--- src/rtl/booth_pkg.sv ---
// Shared definitions for the Booth dot-product accumulator: FSM state
// type, default datapath sizes and the counter-width helper.
package booth_pkg;

    // Accumulator FSM: collecting products, or holding a finished result
    typedef enum logic {
        ACCUM = 1'b0,
        DONE  = 1'b1
    } state_t;

    localparam int DEF_PROD_W = 8;
    localparam int DEF_ACC_W  = 12;
    localparam int DEF_LEN    = 4;

    // Bits needed to count 0..len-1; a single-product dot product still
    // gets a one-bit counter so the vector is never zero-width.
    function automatic int cnt_width(input int len);
        if (len > 1) begin
            return $clog2(len);
        end
        return 1;
    endfunction

endpackage

--- src/rtl/booth_sat_add.sv ---
// Combinational W-bit signed adder with a signed-overflow flag.
// Macro BOOTH_ACC_SATURATE_EN: when defined, an overflowing sum is clamped
// to the signed extreme in the direction of the overflow; otherwise the
// sum wraps modulo 2^W. The overflow flag is reported in both builds.
module booth_sat_add #(
    parameter int W = 12
) (
    input  logic [W-1:0] a,
    input  logic [W-1:0] b,
    output logic [W-1:0] sum,
    output logic         ovf
);

    logic [W-1:0] raw_sum;

    assign raw_sum = a + b;

    // Overflow only when both operands share a sign that the result lost
    assign ovf = (a[W-1] == b[W-1]) && (raw_sum[W-1] != a[W-1]);

`ifdef BOOTH_ACC_SATURATE_EN
    localparam logic [W-1:0] SAT_MAX = {1'b0, {(W-1){1'b1}}};
    localparam logic [W-1:0] SAT_MIN = {1'b1, {(W-1){1'b0}}};

    // Clamp toward the operands' common sign when the addition overflows
    always_comb begin
        sum = raw_sum;
        if (ovf) begin
            sum = a[W-1] ? SAT_MIN : SAT_MAX;
        end
    end
`else
    assign sum = raw_sum;
`endif

endmodule

--- src/rtl/booth_dot_accumulator.sv ---
// Dot-product accumulation stage behind the Booth multiplier: sums LEN
// signed products arriving on a valid/ready stream and presents the sum
// plus a sticky overflow flag on a second valid/ready interface.
// Macro BOOTH_ACC_SATURATE_EN selects saturating accumulation (see
// booth_sat_add); the default build wraps.
module booth_dot_accumulator
    import booth_pkg::*;
#(
    parameter int PROD_W = DEF_PROD_W,
    parameter int ACC_W  = DEF_ACC_W,
    parameter int LEN    = DEF_LEN
) (
    input  logic              clk,
    input  logic              rst_n,
    input  logic              clr,
    input  logic              in_valid,
    output logic              in_ready,
    input  logic [PROD_W-1:0] in_prod,
    output logic              out_valid,
    input  logic              out_ready,
    output logic [ACC_W-1:0]  out_sum,
    output logic              out_ovf
);

    localparam int CNT_W = cnt_width(LEN);
    localparam logic [CNT_W-1:0] CNT_LAST = CNT_W'(LEN - 1);

    state_t             state_reg,   state_next;
    logic [ACC_W-1:0]   acc_reg,     acc_next;
    logic [CNT_W-1:0]   cnt_reg,     cnt_next;
    logic               sticky_reg,  sticky_next;
    logic [ACC_W-1:0]   out_sum_reg, out_sum_next;
    logic               out_ovf_reg, out_ovf_next;

    logic [ACC_W-1:0]   prod_ext;
    logic [ACC_W-1:0]   add_sum;
    logic               add_ovf;
    logic               accept;
    logic               last_accept;

    // Sign-extend the product into the accumulator width; the upper bits
    // are all copies of the product's sign bit.
    assign prod_ext[PROD_W-1:0] = in_prod;
    generate
        for (genvar gi = PROD_W; gi < ACC_W; gi++) begin : g_sext
            assign prod_ext[gi] = in_prod[PROD_W-1];
        end
    endgenerate

    booth_sat_add #(
        .W (ACC_W)
    ) u_add (
        .a   (acc_reg),
        .b   (prod_ext),
        .sum (add_sum),
        .ovf (add_ovf)
    );

    // Handshake flags come straight from the registered state so neither
    // depends combinationally on in_valid or out_ready.
    assign in_ready    = (state_reg == ACCUM);
    assign out_valid   = (state_reg == DONE);
    assign out_sum     = out_sum_reg;
    assign out_ovf     = out_ovf_reg;

    assign accept      = in_valid && in_ready;
    assign last_accept = accept && (cnt_reg == CNT_LAST);

    // Next-state decode: clear wins, then accumulate or release the result
    always_comb begin
        state_next   = state_reg;
        acc_next     = acc_reg;
        cnt_next     = cnt_reg;
        sticky_next  = sticky_reg;
        out_sum_next = out_sum_reg;
        out_ovf_next = out_ovf_reg;

        if (clr) begin
            state_next  = ACCUM;
            acc_next    = '0;
            cnt_next    = '0;
            sticky_next = 1'b0;
        end else begin
            case (state_reg)
                ACCUM: begin
                    if (last_accept) begin
                        // Final product: publish the sum and start afresh
                        out_sum_next = add_sum;
                        out_ovf_next = sticky_reg | add_ovf;
                        state_next   = DONE;
                        acc_next     = '0;
                        cnt_next     = '0;
                        sticky_next  = 1'b0;
                    end else if (accept) begin
                        acc_next    = add_sum;
                        cnt_next    = cnt_reg + 1'b1;
                        sticky_next = sticky_reg | add_ovf;
                    end
                end
                DONE: begin
                    // Result stays put until the consumer takes it
                    if (out_ready) begin
                        state_next = ACCUM;
                    end
                end
                default: begin
                    state_next = ACCUM;
                end
            endcase
        end
    end

    // State and datapath registers; reset drops everything immediately
    always_ff @(posedge clk or negedge rst_n) begin
        if (!rst_n) begin
            state_reg   <= ACCUM;
            acc_reg     <= '0;
            cnt_reg     <= '0;
            sticky_reg  <= 1'b0;
            out_sum_reg <= '0;
            out_ovf_reg <= 1'b0;
        end else begin
            state_reg   <= state_next;
            acc_reg     <= acc_next;
            cnt_reg     <= cnt_next;
            sticky_reg  <= sticky_next;
            out_sum_reg <= out_sum_next;
            out_ovf_reg <= out_ovf_next;
        end
    end

endmodule

--- config.mk ---
export PLATFORM = sky130hd
export DESIGN_NAME = booth_dot_accumulator
export DESIGN_NICKNAME = d
export VERILOG_FILES = /design/src/rtl/booth_pkg.sv /design/src/rtl/booth_sat_add.sv /design/src/rtl/booth_dot_accumulator.sv
export SDC_FILE = /design/constraint.sdc
export NUM_CORES = 1
export LEC_CHECK = 0
export BUFFER_PORTS_ARGS = -buffer_cell sky130_fd_sc_hd__buf_2
export CORE_MARGIN = 5
export CORE_UTILIZATION = 55
export DETAILED_ROUTE_END_ITERATION = 8
export PLACE_DENSITY_LB_ADDON = 0.05
export SETUP_SLACK_MARGIN = 0.3
export SKIP_LAST_GASP = 1
export SYNTH_ARGS = -nofsm -noshare
export SYNTH_HDL_FRONTEND = slang
export SYNTH_SLANG_ARGS = --single-unit
--- constraint.sdc ---
create_clock -name clk -period 4.1 [get_ports clk]
set_input_delay 0.205 -clock clk [delete_from_list [all_inputs] [get_ports clk]]
set_output_delay 0.205 -clock clk [all_outputs]
set_load 0.01 [all_outputs]
# ---- Word-level counts from Yosys, hierarchy flattened
# Cells that the tools add are included.
dict set report totals {
  word_cells 37
  in_bits 13
  ff_bits 29
  out_inout_bits 15
}
dict set report classes {
  add_sub_neg 2
  n_mux 16
  reduce_logical 6
  bitwise 3
  eq_ne 4
}
# cell n
set ops {}
lappend ops {{$mux 12} 4}
lappend ops {{$add 12x12->12} 1}
lappend ops {{$mux 2} 4}
lappend ops {{$mux 1} 7}
lappend ops {{$logic_and 1x1->1} 3}
lappend ops {{$reduce_and 3->1} 1}
lappend ops {{$reduce_bool 3->1} 1}
lappend ops {{$add 2x1->2 const B} 1}
lappend ops {{$eq 2x2->1 const B} 1}
lappend ops {{$ne 2x2->1 const B} 1}
lappend ops {{$not 1->1} 2}
lappend ops {{$pmux 1 s2} 1}
lappend ops {{$reduce_and 2->1} 1}
lappend ops {{$eq 1x1->1} 1}
lappend ops {{$ne 1x1->1} 1}
lappend ops {{$or 1x1->1} 1}

# ---- Longest topological paths before layout
# Gate-level depths: netlist of run 1.
dict set report depth {
  ltp_word 8
  mapped_depth 9
  depth_no_buf 9
}

# ---- By module
# A second synthesis of run 1 with hierarchy kept.
dict set report hier_totals {
  hier_cells 145
  area_unflattened_um2 1671.6
}
# module cells_per_inst n_inst seq_area_each_um2 area_per_inst_um2
set modules_own_cells {}
lappend modules_own_cells {booth_dot_accumulator 75 1 725.7 1141.1}
lappend modules_own_cells {booth_sat_add 70 1 0.0 530.5}

# ---- Worst setup path after synthesis of run 1
# Ideal clock, no wire load.
dict set report synth_timing {
  path_type {flip-flop to flip-flop}
  from {register acc_reg[0]}
  to {register out_sum_reg[10] (netlist: out_sum[10])}
  n_path_buf 0
  setup_time_ns 0.147
  stages_incl_launch_ff 10
  period_less_slack_ns 2.115
  arrival_time_ns 1.968
  setup_slack_ns 1.985
  required_ns 3.953
  cell_sequence {dfrtp_1 ha_1 inv_1 fa_1 nor2b_1 o21a_1 o21ai_0 a211oi_1 mux2i_1 o311ai_0}
}
dict set report synth_via {
  elab_chain_cells 1
}
# item line_no
set synth_rtl {}
lappend synth_rtl {{start: declaration} booth_dot_accumulator.sv:29} ;# logic [ACC_W-1:0] acc_reg, acc_next;
lappend synth_rtl {{start signal: assignment} booth_dot_accumulator.sv:124} ;# acc_reg <= acc_next;
lappend synth_rtl {{$add 12x12->12} booth_sat_add.sv:16} ;# assign raw_sum = a + b;
lappend synth_rtl {{end signal: assignment} booth_dot_accumulator.sv:127} ;# out_sum_reg <= out_sum_next;
lappend synth_rtl {{end: declaration} booth_dot_accumulator.sv:32} ;# logic [ACC_W-1:0] out_sum_reg, out_sum_next;
# Every way passes these cells.
# A chain may end at the register's enable or synchronous reset.

# ---- Final worst setup path of run 1
# Same ends and word-level chain as after synthesis.

==> impl_metrics.ini, run 1 <==
[run_status]
status = complete, no violations

[flow_run]
maxCapViolCount = 0

[global_routing]
antenna_found_initial = 0
first_global_vias = 1517
gr-usage-met1 = 0.2447
use_met3 = 0.04592
grt_max_degree = 30
grt_use_total = 0.2013
met2_usage = 0.3445
top_usage_layer = met2
overflow = 0
grt_pass1_wl_um = 6693

[worst_setup_path]
path_class = reg -> reg
cp.required_ns = 4.27
crit_fanout = 3
worst_setup_path_start_kind = flip-flop
critPathCaptureType = flip-flop
cp.arrival_ns = 2.49

[floorplan]
dieWidth_um = 66.28
start_util = 0.5705
io_pins = 28
dieHeight_um = 66.28
fp.dieArea_mm2 = 0.004392
coreArea_mm2 = 0.003053
fp-row-count = 20

[pwr]
p_per_area_mw_per_mm2 = 465.9
ir_worst_vdd_mv = 0.2657
p_leak_nw = 1.010

[clock_tree]
clk-insertion-delay-late_ns = 0.32
cts.htree.levels = 2
clock_path_buffers = 2
cts_root_buf = clkbuf_4
cts.sinks = 29
cts_inserted_buffers = 5
tritoncts = done
clk_pin_slew_ns = 0.09

[layout]
drive_above_1_share = 0.1719
area_growth_pct = 15.30
num-nets-final = 246
n_antenna_cell = 0
fin_area_mm2 = 0.002008

[yosys]
synth_edf_count = 0
synth_nets = 217
ys_ff_latch = 29
ys_seq_area_frac = 0.4167
yosysUniqueCellTypes = 39
syn_area_mm2 = 0.001742
synth_cells = 191
ys.flop_type = dfrtp_1
ys.warnings.count = 0
postSynth.asyncResetShare = 1.000
syn_avg_cell_area_um2 = 9.119

[timing]
slew_violations = 0
fin_skew_ns = 0.006932
hold_viol_final = 0
rsz0062_at_grt = no
worstMarginPinSlew_ns = 0.9964
clock.fmax_mhz = 430.8
finalSetupViolations = 0
finalSetupTns_ns = 0
post-route-period-util = 0.5662
period_minus_slack_ns = 2.321
maxSlewHeadroom = 0.3306

[placed_design]
routabilityCongestion = 0.8617
port_buffers = 27
post_dp_cell_area_mm2 = 0.001913
hpwl_um = 2808

[hold_path]
hold_path.class = in -> reg

[route]
drc = 0
via_per_inst = 5.758
drtAntennaViolNets = 0
drt-total-wl_um = 3975
drt-wirelength-per-cell_um = 15.00
drt_iter0_markers = 74
vias = 1526
firstDrtPassIters = 5
-- layout make-up --
| type | instances | area (µm²) |
|---|---|---|
| multi-input cells | 149 | 967.2 |
| clock buffers | 7 | 55.05 |
| fillers | 284 | 1045 |
| flip-flops and latches | 29 | 725.7 |
| repair buffers | 29 | 152.6 |
| inverters | 6 | 22.52 |
| well taps | 44 | 55.05 |
| clock inverters | 1 | 30.03 |
-- cell usage after synthesis (all sizes together), types with 5 or more instances --
cell | instances | share of area
dfrtp | 29 | 0.42
nand2 | 22 | 0.047
nor2 | 14 | 0.030
nor3 | 7 | 0.020
a21o | 5 | 0.022
ha | 12 | 0.086
inv | 6 | 0.013
a21oi | 11 | 0.032
o21ai | 21 | 0.060
clkbuf | 7 | 0.015
-- through the flow --
stage / total power [mW] / hold slack (ns) / setup WS [ns] / utilization / instances
2_1_floorplan: 0.5936 / -0.09059 / 1.985 / - / 191
3_3_place_gp: 0.6775 / 0.2638 / 1.857 / 0.6266 / 256
3_5_place_dp: 0.6927 / 0.2634 / 1.785 / 0.6266 / 256
4_1_cts: 0.9413 / 0.04225 / 1.767 / 0.6578 / 265
5_1_grt: 1.007 / 0.04563 / 1.593 / 0.6578 / 265
6_report: 0.9356 / 0.05126 / 1.779 / 0.6578 / 265
-- routing by layer --
layer  up-vias  share of wire
met5         -              0
met4         0          0.011
met3         5          0.045
met2        41           0.49
met1       730           0.46
li1        750              -
-- power by group --
part | internal [mW] | leakage [nW] | switching, mW
Sequential | 0.344 | 0.387 | 0.0336
Clock | 0.146 | 0.0455 | 0.0997
Combinational | 0.132 | 0.578 | 0.180
-- repair_timing --
item / in CTS / in global routing
hold buffers: 1 / 0
setup buffers: 0 / 0
endpoints found under the hold margin: 29 / 0
resized for setup: 0 / 0
-- path summary, 6_finish.rpt --
check                      startpoint     endpoint  slack, ns  cells past startpoint
hold / removal              out_ready    out_valid       0.05                      2
hold reg to reg            out_sum[5]   out_sum[5]       0.48                      2
max in group asynchronous       rst_n   out_sum[7]       3.22                      2
setup / recovery           acc_reg[0]  out_sum[10]       1.78                      9
min in group asynchronous       rst_n   out_sum[9]       0.46                      2
setup reg to reg           acc_reg[0]  out_sum[10]       1.78                      9
-- layout by cell type, fill, tap and decap left out, types with 2 or more instances in the layout --
| cell | synthesis | routed |
|---|---|---|
| or4_1 | 3 | 3 |
| nor2_1 | 14 | 14 |
| and3_1 | 3 | 3 |
| nor3_1 | 7 | 7 |
| ha_1 | 12 | 12 |
| xnor2_1 | 2 | 2 |
| a211oi_1 | 3 | 3 |
| a21o_1 | 5 | 5 |
| a21oi_1 | 11 | 11 |
| dfrtp_1 | 29 | 29 |
| o21a_1 | 4 | 4 |
| and2_1 | 2 | 2 |
| nor2b_1 | 2 | 2 |
| o31a_1 | 2 | 2 |
| clkbuf_4 | 0 | 5 |
| nand2b_1 | 3 | 3 |
| nand3_1 | 4 | 4 |
| buf_2 | 0 | 27 |
| xor2_1 | 2 | 2 |
| o31ai_1 | 2 | 2 |
| mux2i_1 | 4 | 4 |
| nand2_1 | 22 | 22 |
| inv_1 | 6 | 6 |
| o21ai_0 | 21 | 21 |
| o2111ai_1 | 2 | 2 |
| or3_1 | 4 | 4 |
| a22o_1 | 2 | 2 |
-- logic make-up (layout without fill, tap and decap cells) --
kind of cell    Yosys count  after routing  synth area share
xor+xnor                  4              4           0.02012
fa+ha+maj                13             13           0.09770
flops                    29             29            0.4167
compound gates           60             60            0.2227
buf+inv                  13             43           0.02802
mux                       5              5           0.02945
simple gates             67             67            0.1853
-- critical path: stages (launching register included) --
cell      delay (ns)
dfrtp_1         0.36
ha_1            0.21
inv_1           0.07
fa_1            0.40
nor2b_1         0.13
o21a_1          0.16
o21ai_0         0.11
a211oi_1        0.38
mux2i_1         0.23
o311ai_0        0.13
Note: power is estimated with default switching activity, not from simulation.
==> run 2: changes to the inputs <==
==> constraint.sdc (replaced) <==
create_clock -name clk -period 2.3 [get_ports clk]
set_input_delay 0.115 -clock clk [delete_from_list [all_inputs] [get_ports clk]]
set_output_delay 0.115 -clock clk [all_outputs]
set_load 0.01 [all_outputs]
==> impl_metrics.ini, run 2 (synthesis gave the netlist of run 1 again) <==
[timing]
fin_skew_ns = 0.009146
finalSetupViolations = 0
clock.fmax_mhz = 471.8
slew_violations = 0
hold_viol_final = 0
period_minus_slack_ns = 2.120
worstMarginPinSlew_ns = 0.6548
finalSetupTns_ns = 0
rsz0062_at_grt = yes
post-route-period-util = 0.9216
maxSlewHeadroom = 0.5634

[global_routing]
grt_max_degree = 30
first_global_vias = 1466
overflow = 0
grt_pass1_wl_um = 6762
grt_use_total = 0.2006
antenna_found_initial = 0

[clock_tree]
cts_root_buf = clkbuf_4
clock_path_buffers = 2
cts.sinks = 29
tritoncts = done
clk-insertion-delay-late_ns = 0.33
cts_inserted_buffers = 5
cts.htree.levels = 2
clk_pin_slew_ns = 0.09

[worst_setup_path]
cp.arrival_ns = 2.37
cp.required_ns = 2.55
critPathCaptureType = flip-flop
worst_setup_path_start_kind = flip-flop
crit_fanout = 4
path_class = reg -> reg

[layout]
drive_above_1_share = 0.2863
final_cells = 278
num-nets-final = 259
n_antenna_cell = 0
layout_common_cells = dfrtp_1, buf_2, nand2_1
final_common_cell = dfrtp_1
area_growth_pct = 28.23

[floorplan]
start_util = 0.5705
io_pins = 28
fp-row-count = 20
dieWidth_um = 66.28
dieHeight_um = 66.28
fp.dieArea_mm2 = 0.004392
coreArea_mm2 = 0.003053

[pwr]
p_leak_nw = 1.080
ir_worst_vdd_mv = 0.4735
p_per_area_mw_per_mm2 = 791.0

[placed_design]
dp_cells = 261
hpwl_um = 2852
port_buffers = 27
routabilityCongestion = 0.7960

[route]
drc = 0
via_per_inst = 5.658
vias = 1573
drt-total-wl_um = 4140
drt-wirelength-per-cell_um = 14.89
drtAntennaViolNets = 0
firstDrtPassIters = 4
drt_iter0_markers = 93

[run_status]
status = complete, no violations

[flow_run]
maxCapViolCount = 0

[hold_path]
hold_path.class = in -> reg
## run 2: changes by cell type in the layout (fill, tap and decap cells not counted), sizes merged
cell	change
buf	+12
dlygate4sd3	+1
## run 2: worst paths after layout
| check | end | slack (ns) | start | depth (start not counted) |
|---|---|---|---|---|
| hold / removal | cnt_reg[1] | 0.02 | clr | 2 |
| setup / recovery | out_sum[11] | 0.18 | acc_reg[1] | 7 |
| min in group asynchronous | out_sum[8] | 0.34 | rst_n | 2 |
| setup reg to reg | out_sum[11] | 0.18 | acc_reg[1] | 7 |
| max in group asynchronous | acc_reg[2] | 1.53 | rst_n | 2 |
| hold reg to reg | out_sum[5] | 0.48 | out_sum[5] | 2 |
## run 2: metal layers
metal | part of all wire | vias to the layer above | global-route usage | routed length [µm]
li1 | - | 779 | - | -
met1 | 0.46 | 746 | 0.2682 | 1904
met2 | 0.46 | 42 | 0.3135 | 1914
met3 | 0.069 | 6 | 0.04762 | 287
met4 | 0.0082 | 0 | 0.07360 | 34
met5 | 0 | - | 0 | 0
## run 2: area by class of cell
| cell class | instances | area, µm² |
|---|---|---|
| fillers | 248 | 819.5 |
| multi-input cells | 149 | 1092 |
| clock inverters | 1 | 30.03 |
| clock buffers | 7 | 55.05 |
| inverters | 6 | 22.52 |
| flip-flops and latches | 29 | 725.7 |
| repair buffers | 42 | 252.7 |
| well taps | 44 | 55.05 |
## run 2: metrics by stage
stage                     hold slack (ns)  setup slack [ns]    util  instance area [µm²]  power (mW)
after floorplan                   -0.1806            0.2577       -                 1767       1.069
after global placement             0.1679            0.1449  0.6471                 1976       1.232
after detailed placement           0.1710           0.08784  0.6471                 1976       1.254
after CTS                        0.007729           0.09174  0.7033                 2147       1.722
after global routing              0.01903           0.06794  0.7316                 2233       1.884
final                             0.01908            0.1803  0.7316                 2233       1.767
## run 2: repair_timing
action,in CTS,in global routing
endpoints found under the setup margin,9,12
gates resized for setup,9,13
hold endpoints to repair,30,0
gates cloned,0,0
hold buffers,2,0
pin swaps,8,16
buffers inserted,3,4
## run 2: where the power goes
group	internal, mW	switching, mW	total [mW]
registers	0.614	0.0655	0.680
logic	0.303	0.346	0.649
clock network	0.259	0.178	0.438
total	1.18	0.590	1.77
## run 2: critical path, stage by stage, from the launching register on
cell	delay, ns
dfrtp_1	0.42
ha_4	0.24
a211oi_4	0.24
nor3_2	0.07
o311a_1	0.34
o21a_1	0.22
or3_1	0.35
a31oi_1	0.18
